### config.mk
export PLATFORM = sky130hd
export DESIGN_NAME = regdst_track_pipe
export DESIGN_NICKNAME = d
export VERILOG_FILES = /design/src/rtl/regdst_pkg.sv /design/src/rtl/regdst_sel.sv /design/src/rtl/regdst_track_pipe.sv
export SDC_FILE = /design/constraint.sdc
export NUM_CORES = 1
export LEC_CHECK = 0
export ABC_AREA = 1
export ABC_CLOCK_PERIOD_IN_PS = 850
export CAP_MARGIN = 20
export CELL_PAD_IN_SITES_DETAIL_PLACEMENT = 0
export CELL_PAD_IN_SITES_GLOBAL_PLACEMENT = 1
export CORE_ASPECT_RATIO = 0.5
export CORE_MARGIN = 5
export CORE_UTILIZATION = 24
export DETAILED_ROUTE_END_ITERATION = 6
export PLACE_DENSITY_LB_ADDON = 0.1
export SETUP_SLACK_MARGIN = 0.05
export SLEW_MARGIN = 10
export SYNTH_ARGS = -nofsm -noshare
export SYNTH_HDL_FRONTEND = slang
export SYNTH_SLANG_ARGS = --single-unit
### constraint.sdc
create_clock -name Clk -period 0.85 [get_ports Clk]
set_clock_uncertainty 0.15 [all_clocks]
set_input_delay 0.17 -clock Clk [delete_from_list [all_inputs] [get_ports Clk]]
set_output_delay 0.17 -clock Clk [all_outputs]
set_load 0.05 [all_outputs]
### src/rtl/regdst_pkg.sv
// Shared select encodings and default widths for the register-destination tracker.
package regdst_pkg;
  localparam logic [1:0] SEL_RT   = 2'd0;
  localparam logic [1:0] SEL_RD   = 2'd1;
  localparam logic [1:0] SEL_LINK = 2'd2;
  localparam logic [1:0] SEL_ALT  = 2'd3;

  localparam int ADDR_W_DEF   = 5;
  localparam int LINK_REG_DEF = 31;
endpackage

### src/rtl/regdst_sel.sv
// Combinational 4:1 write-destination selector (rt / rd / link register / alternate).
module regdst_sel
  import regdst_pkg::*;
#(
  parameter int ADDR_W   = ADDR_W_DEF,
  parameter int LINK_REG = LINK_REG_DEF
) (
  input  logic [1:0]        Sel,
  input  logic [ADDR_W-1:0] InRt,
  input  logic [ADDR_W-1:0] InRd,
  input  logic [ADDR_W-1:0] InAlt,
  output logic [ADDR_W-1:0] DstOut
);
  localparam logic [ADDR_W-1:0] LINK = ADDR_W'(LINK_REG);

  always_comb begin
    DstOut = InRt;
    unique case (Sel)
      SEL_RT:   DstOut = InRt;
      SEL_RD:   DstOut = InRd;
      SEL_LINK: DstOut = LINK;
      SEL_ALT:  DstOut = InAlt;
    endcase
  end
endmodule

### src/rtl/regdst_track_pipe.sv
// Selects the write destination and carries it with a valid bit through DEPTH stages,
// flagging matches against the decode sources. Define REGDST_HAZARD_EN to build the comparators.
module regdst_track_pipe
  import regdst_pkg::*;
#(
  parameter int ADDR_W   = ADDR_W_DEF,
  parameter int DEPTH    = 3,
  parameter int LINK_REG = LINK_REG_DEF
) (
  input  logic                      Clk,
  input  logic                      Reset_n,
  input  logic [1:0]                Sel,
  input  logic [ADDR_W-1:0]         InRt,
  input  logic [ADDR_W-1:0]         InRd,
  input  logic [ADDR_W-1:0]         InAlt,
  input  logic                      RegWrite,
  input  logic                      Hold,
  input  logic                      Bubble,
  input  logic [ADDR_W-1:0]         SrcA,
  input  logic [ADDR_W-1:0]         SrcB,
  output logic [ADDR_W-1:0]         DstOut,
  output logic [DEPTH*ADDR_W-1:0]   StageDst,
  output logic [DEPTH-1:0]          StageValid,
  output logic [DEPTH-1:0]          HazardA,
  output logic [DEPTH-1:0]          HazardB
);
  logic [DEPTH-1:0][ADDR_W-1:0] stageDst;
  logic [DEPTH-1:0]             vldPipe;
  logic                         nextValid;

  regdst_sel #(.ADDR_W(ADDR_W), .LINK_REG(LINK_REG)) uSel (
    .Sel    (Sel),
    .InRt   (InRt),
    .InRd   (InRd),
    .InAlt  (InAlt),
    .DstOut (DstOut)
  );

  // Writes to $zero are architecturally discarded, so never track them as valid.
  assign nextValid = RegWrite && (DstOut != '0);

  always_ff @(posedge Clk or negedge Reset_n) begin
    if (!Reset_n) begin
      stageDst <= '0;
      vldPipe  <= '0;
    end else if (!Hold) begin
      stageDst[0] <= Bubble ? '0 : DstOut;
      vldPipe[0]  <= !Bubble && nextValid;
      for (int i = 1; i < DEPTH; i++) begin
        stageDst[i] <= stageDst[i-1];
        vldPipe[i]  <= vldPipe[i-1];
      end
    end
  end

  assign StageDst   = stageDst;
  assign StageValid = vldPipe;

`ifdef REGDST_HAZARD_EN
  for (genvar i = 0; i < DEPTH; i++) begin : gHaz
    assign HazardA[i] = vldPipe[i] && (stageDst[i] == SrcA) && (SrcA != '0);
    assign HazardB[i] = vldPipe[i] && (stageDst[i] == SrcB) && (SrcB != '0);
  end
`else
  logic unusedSrc;
  assign unusedSrc = ^{SrcA, SrcB};
  assign HazardA   = '0;
  assign HazardB   = '0;
`endif
endmodule
==> impl_metrics.json, run 1 <==
{
  "status": "complete, but fails checks",
  "hold_ws_ps": 89.6,
  "critPathBufInv": 1,
  "clk_latency_ps": 250,
  "worstPathMaxFanout": 3,
  "place.gp.congestion": 0.703,
  "utilization_pct": 56.9,
  "start_util_pct": 24.5,
  "drive_gt1_share_pct": 68.9,
  "synth_commonest_cells": "nand2_1 (44), dfrtp_1 (18), inv_1 (14), o21ai_1 (8)",
  "viasPerCell": 3.92,
  "place_area_um2": 1790,
  "dr_total_vias": 957,
  "synth.most_common_cell": "nand2_1",
  "p_int_mw": 2.21,
  "holdPathStages": 4,
  "setup_violations": 39,
  "die_area_um2": 5350,
  "arrival_ps": 850,
  "nets": 223,
  "synthDistinctLibCells": 18,
  "fin_crit_ps": 1170,
  "r2r_cells": 4,
  "fmax_mhz": 857,
  "crit_slowest_cell": "dfrtp_2",
  "final_cells": 244,
  "drv_slew": 0,
  "clk_pin_slew_ps": 70,
  "buffer_ports.inserted": 44,
  "clockBufferDepth": 2,
  "dp_hpwl_um": 1940,
  "core_um2": 3840,
  "n_antenna_cell": 0,
  "p_leak_nw": 1.03,
  "grt_pass1_vias": 921,
  "yosysTopAreaCell": "dfrtp_1",
  "grt_overflow": 0,
  "syn-cell-area_um2": 941,
  "ios": 61,
  "yosysSeqAreaShare_pct": 47.9,
  "clockRootBuffer": "clkbuf_8",
  "worst_slack_ps": -317,
  "grt_pass1_wl_um": 4070,
  "area_delta_synth_final_pct": 132,
  "synth_edf_count": 0,
  "path_cells": "buf_12",
  "max_stage_delay_ps": 440,
  "drt-pass1-iter-count": 4,
  "clock_sinks": 18,
  "wl_um": 2670,
  "hold_start": "Bubble",
  "power_density_nw_per_um2": 1580,
  "ff2ff_setup_slack_ps": -160,
  "final_area_um2": 2190,
  "synthFlopType": "dfrtp_1",
  "critPathLaunchType": "flop",
  "crit_path_end_kind": "primary output",
  "avgSynthCellArea_um2": 7.97,
  "rows": 16,
  "fin_crit_sh_pct": 137,
  "min_to": "StageDst[4]$_DFFE_PN0N_",
  "r2r-start": "StageDst[9]$_DFFE_PN0N_",
  "r2r-end": "StageDst[9]$_DFFE_PN0N_",
  "swShare_pct": 36.0,
  "die_x_um": 98.6,
  "max-vdd-ir-drop_uv": 620,
  "hold_viol": 0,
  "clockPowerShare_pct": 20.0,
  "drc": 0,
  "drtIter0Drc": 22,
  "cp.required_ps": 530,
  "cts_tree": "done",
  "seqPwrFrac_pct": 31.5,
  "n_fill_cell": 351,
  "holdCritPathClass": "input port to flop",
  "htreeDepth": 1,
  "antenna_found_initial": 0,
  "rsz0062_at_grt": "true",
  "yosys-top-cells-area": "dfrtp_1 (48%), nand2_1 (18%), nand3_2 (6.4%)",
  "grt_use_total_pct": 9.62,
  "numCtsBuffers": 3,
  "ant_nets": 0,
  "synth_top_area_share_pct": 47.9,
  "crit_family": "flip-flops",
  "violations": "negative setup slack",
  "synth-seq-cells": 18,
  "crit_type": "flop to primary output",
  "p_sw_mw": 1.24,
  "wire_per_inst_um": 10.9,
  "comb_power_share_pct": 48.4,
  "placedCellCount": 220,
  "die_h_um": 54.3,
  "async_flop_share_pct": 100,
  "yosys_warnings": 0,
  "syn_inst": 118,
  "grt_max_degree": 19,
  "maxCapViolations": 0
}
==> worst max path at each step <==
stage,cells after the start,startpoint,end
floorplan,8,Sel[0],StageValid[0]$_DFFE_PN0N_
global placement,10,Sel[1],StageValid[0]$_DFFE_PN0N_
detailed placement,10,Sel[1],StageValid[0]$_DFFE_PN0N_
CTS,7,Sel[0],DstOut[4]
global route,6,Sel[1],DstOut[4]
finish,1,StageDst[8]$_DFFE_PN0N_,StageDst[8]
==> layer usage <==
| layer | vias up | track usage [%] | wire length [µm] |
|---|---|---|---|
| li1 | 498 | - | - |
| met1 | 424 | 11.7 | 1130 |
| met2 | 33 | 16.9 | 1340 |
| met3 | 2 | 3.44 | 188 |
| met4 | 0 | 2.04 | 12 |
| met5 | - | 0 | 0 |
==> kinds of logic (layout without fill, tap and decap cells) <==
group,count (synthesis),after routing,share of synthesized area (%)
and+or+nand+nor,61,61,31.3
buffers and inverters,26,93,14.0
DFF,18,18,47.9
AOI/OAI and AO/OA,12,12,6.52
other,1,6,0.399
==> cell usage in the layout, fill, tap and decap left out <==
cell,Yosys,final
clkinvlp_4,0,1
o22ai_2,0,1
nand2_2,1,20
dfrtp_2,0,18
clkdlybuf4s15_1,0,5
nand3_4,1,5
buf_6,1,23
nor2_1,4,2
clkbuf_8,0,4
inv_4,0,6
nand3b_1,1,1
o21ai_2,0,6
dlygate4sd2_1,0,8
nand2_1,44,21
inv_1,14,7
conb_1,1,6
nor2_2,2,2
clkdlybuf4s50_1,0,2
dlymetal6s2s_1,0,1
buf_4,6,6
nand3_1,2,1
o21ai_1,8,5
inv_2,2,1
clkbuf_2,0,3
nand2_4,0,4
buf_12,0,25
inv_6,0,1
nand3_2,6,3
nor2_4,0,2
==> flip-flops by register name, indices dropped and copies added (netlist names) <==
signal,flops
StageValid,3
StageDst,15
==> power by group through the flow <==
stage | clock network, mW | registers, mW | logic (mW)
after global routing | 0.754 | 1.10 | 1.75
after CTS | 0.711 | 1.09 | 1.57
after global placement | 0 | 1.10 | 1.41
after floorplan | 0 | 1.39 | 0.383
after detailed placement | 0 | 1.11 | 1.42
final | 0.691 | 1.09 | 1.67
==> layout make-up <==
cell class,count,area [µm²],share of cell area (%)
timing repair buffer,73,972,44.5
multi-input combinational,79,534,24.4
sequential,18,473,21.6
inverter,16,83.8,3.84
tap,54,67.6,3.09
clock buffer,4,55.1,2.52
==> repair_timing <==
item,in CTS,in global routing
pin swaps,21,19
hold buffers,0,0
buffers inserted,18,5
gates resized for setup,51,54
setup endpoints to repair,41,41
==> per-stage QoR <==
stage,power [mW],worst slack (ps),setup TNS [ps]
6_report,3.45,-317,-8220
5_1_grt,3.60,-347,-9240
4_1_cts,3.37,-392,-9120
3_5_place_dp,2.52,-850,-14150
3_3_place_gp,2.51,-817,-14010
2_1_floorplan,1.77,-275,-1780
(Power assumes the default switching activity.)
==> run 2, diff against run 1 <==
--- a/config.mk
+++ b/config.mk
@@ -10,7 +10,7 @@
 export CAP_MARGIN = 20
 export CELL_PAD_IN_SITES_DETAIL_PLACEMENT = 0
 export CELL_PAD_IN_SITES_GLOBAL_PLACEMENT = 1
-export CORE_ASPECT_RATIO = 0.5
+export CORE_ASPECT_RATIO = 0.6
 export CORE_MARGIN = 5
 export CORE_UTILIZATION = 24
 export DETAILED_ROUTE_END_ITERATION = 6
==> run 2 against run 1 <==
Net effect: the flow still finishes with violations (negative setup slack); worst hold slack improved by 17 ps; first-iteration DRC count fell by 73%; clock power fell by 16%; sequential power barely moved; global-route usage rose by 1.7 points; die area fell by 0.65%; register-to-register slack barely moved; critical path depth rose by 5; combinational power rose by 6%; worst setup slack improved by 2.8 ps; largest power group unchanged.
==> impl_metrics.json, run 2 (synthesis results as in run 1) <==
{
  "n_fill_cell": 312,
  "worst_slack_ps": -314,
  "dp_hpwl_um": 2130,
  "p_leak_nw": 1.08,
  "maxCapViolations": 0,
  "rows": 17,
  "core_um2": 3720,
  "power_density_nw_per_um2": 1500,
  "die_x_um": 90.8,
  "grt_pass1_wl_um": 4840,
  "swShare_pct": 36.8,
  "tns_ps": -8630,
  "utilization_pct": 61.7,
  "clk_latency_ps": 250,
  "p_sw_mw": 1.27,
  "fin_crit_ps": 1160,
  "violations": "negative setup slack",
  "setup_violations": 41,
  "clk_pin_slew_ps": 70,
  "cp.required_ps": 530,
  "critPathLaunchType": "input port",
  "htreeDepth": 1,
  "nets": 234,
  "path_cells": "buf_12, nor2_4, buf_4, nand2_2, nand3_4, buf_12",
  "clockPowerShare_pct": 16.9,
  "buffer_ports.inserted": 44,
  "die_area_um2": 5310,
  "dr_total_vias": 1006,
  "wire_per_inst_um": 12.4,
  "holdCritPathClass": "input port to asynchronous set/reset pin",
  "grt_overflow": 0,
  "clock_sinks": 18,
  "grt_use_total_pct": 11.4,
  "worst_path_most_repeated_cell": "buf_12",
  "drv_slew": 0,
  "layout_common_cells": "buf_12 (27), nand2_2 (25), buf_6 (23), dfrtp_2 (18), nand2_1 (17)",
  "die_h_um": 58.5,
  "drt-pass1-iter-count": 2,
  "critPathBufInv": 3,
  "arrival_ps": 840,
  "numCtsBuffers": 3,
  "mostFrequentLayoutCell": "buf_12",
  "crit_family": "buffers and inverters",
  "ant_nets": 0,
  "fin_crit_sh_pct": 137,
  "largest_register_ffs": 15,
  "worstPathMaxFanout": 4,
  "seqCellArea_um2": 473,
  "grt_max_degree": 19,
  "seqPwrFrac_pct": 31.6,
  "multi_input_area_um2": 558,
  "drtIter0Drc": 6,
  "crit_type": "input port to primary output",
  "cts_tree": "done",
  "area_delta_synth_final_pct": 144,
  "viasPerCell": 4.07,
  "hold_viol": 0,
  "clockBufferDepth": 2,
  "status": "complete, but fails checks",
  "antenna_found_initial": 0,
  "start_util_pct": 25.3,
  "n_antenna_cell": 0,
  "max-vdd-ir-drop_uv": 1060,
  "p_int_mw": 2.18,
  "cts_hold_buf": 0,
  "crit_slowest_cell": "nor2_4",
  "crit_path_end_kind": "primary output",
  "hold_ws_ps": 106,
  "drive_gt1_share_pct": 74.5,
  "max_stage_delay_ps": 150,
  "drc": 0,
  "ios": 61,
  "wl_um": 3060,
  "clockRootBuffer": "clkbuf_8",
  "comb_power_share_pct": 51.5,
  "rsz0062_at_grt": "true",
  "place.gp.congestion": 0.673,
  "fmax_mhz": 859,
  "grt_pass1_vias": 1068
}
[run 2: repair_timing]
item / in CTS / in global routing
gates resized for setup: 61 / 59
endpoints found under the setup margin: 41 / 41
buffers inserted: 21 / 15
pin swaps: 22 / 22
endpoints found under the hold margin: 0 / 0
[run 2: worst paths after layout]
kind	depth (start not counted)	slack (ps)	end	from
max in group asynchronous	2	300	StageDst[8]$_DFFE_PN0N_	Reset_n
setup reg to reg	4	-160	StageDst[8]$_DFFE_PN0N_	StageDst[3]$_DFFE_PN0N_
hold reg to reg	2	380	StageDst[14]$_DFFE_PN0N_	StageDst[14]$_DFFE_PN0N_
setup / recovery	6	-310	DstOut[0]	Sel[1]
hold / removal	2	110	StageDst[0]$_DFFE_PN0N_	Reset_n
min in group Clk	4	250	StageDst[0]$_DFFE_PN0N_	Hold
[run 2: area by class of cell]
| type | count | area share [%] |
|---|---|---|
| repair buffers | 84 | 46.8 |
| clock buffers | 3 | 1.80 |
| inverters | 16 | 3.97 |
| flip-flops and latches | 18 | 20.6 |
| well taps | 47 | 2.56 |
| multi-input cells | 79 | 24.3 |
[run 2: metal layers]
metal	global-route usage, %	wire length [µm]	up-vias	share of wire (%)
met4	2.93	24	0	0.78
li1	-	-	516	-
met5	0	0	-	0
met3	4.47	167	4	5.5
met1	13.4	1260	463	41
met2	19.6	1600	23	52
[run 2: metrics by stage]
stage          setup WS [ps]  total power, mW  cell area (µm²)  cells
2_1_floorplan           -275             1.77             1040    123
3_3_place_gp            -849             2.55             1830    217
3_5_place_dp            -890             2.56             1830    217
4_1_cts                 -427             3.34             2130    241
5_1_grt                 -332             3.60             2300    247
6_report                -314             3.45             2300    247
[run 2: power groups by stage]
stage	combinational (mW)	clock [mW]	sequential, mW
global route	1.87	0.627	1.10
CTS	1.66	0.593	1.09
detailed placement	1.45	0	1.11
global placement	1.45	0	1.10
finish	1.77	0.582	1.09
floorplan	0.383	0	1.39
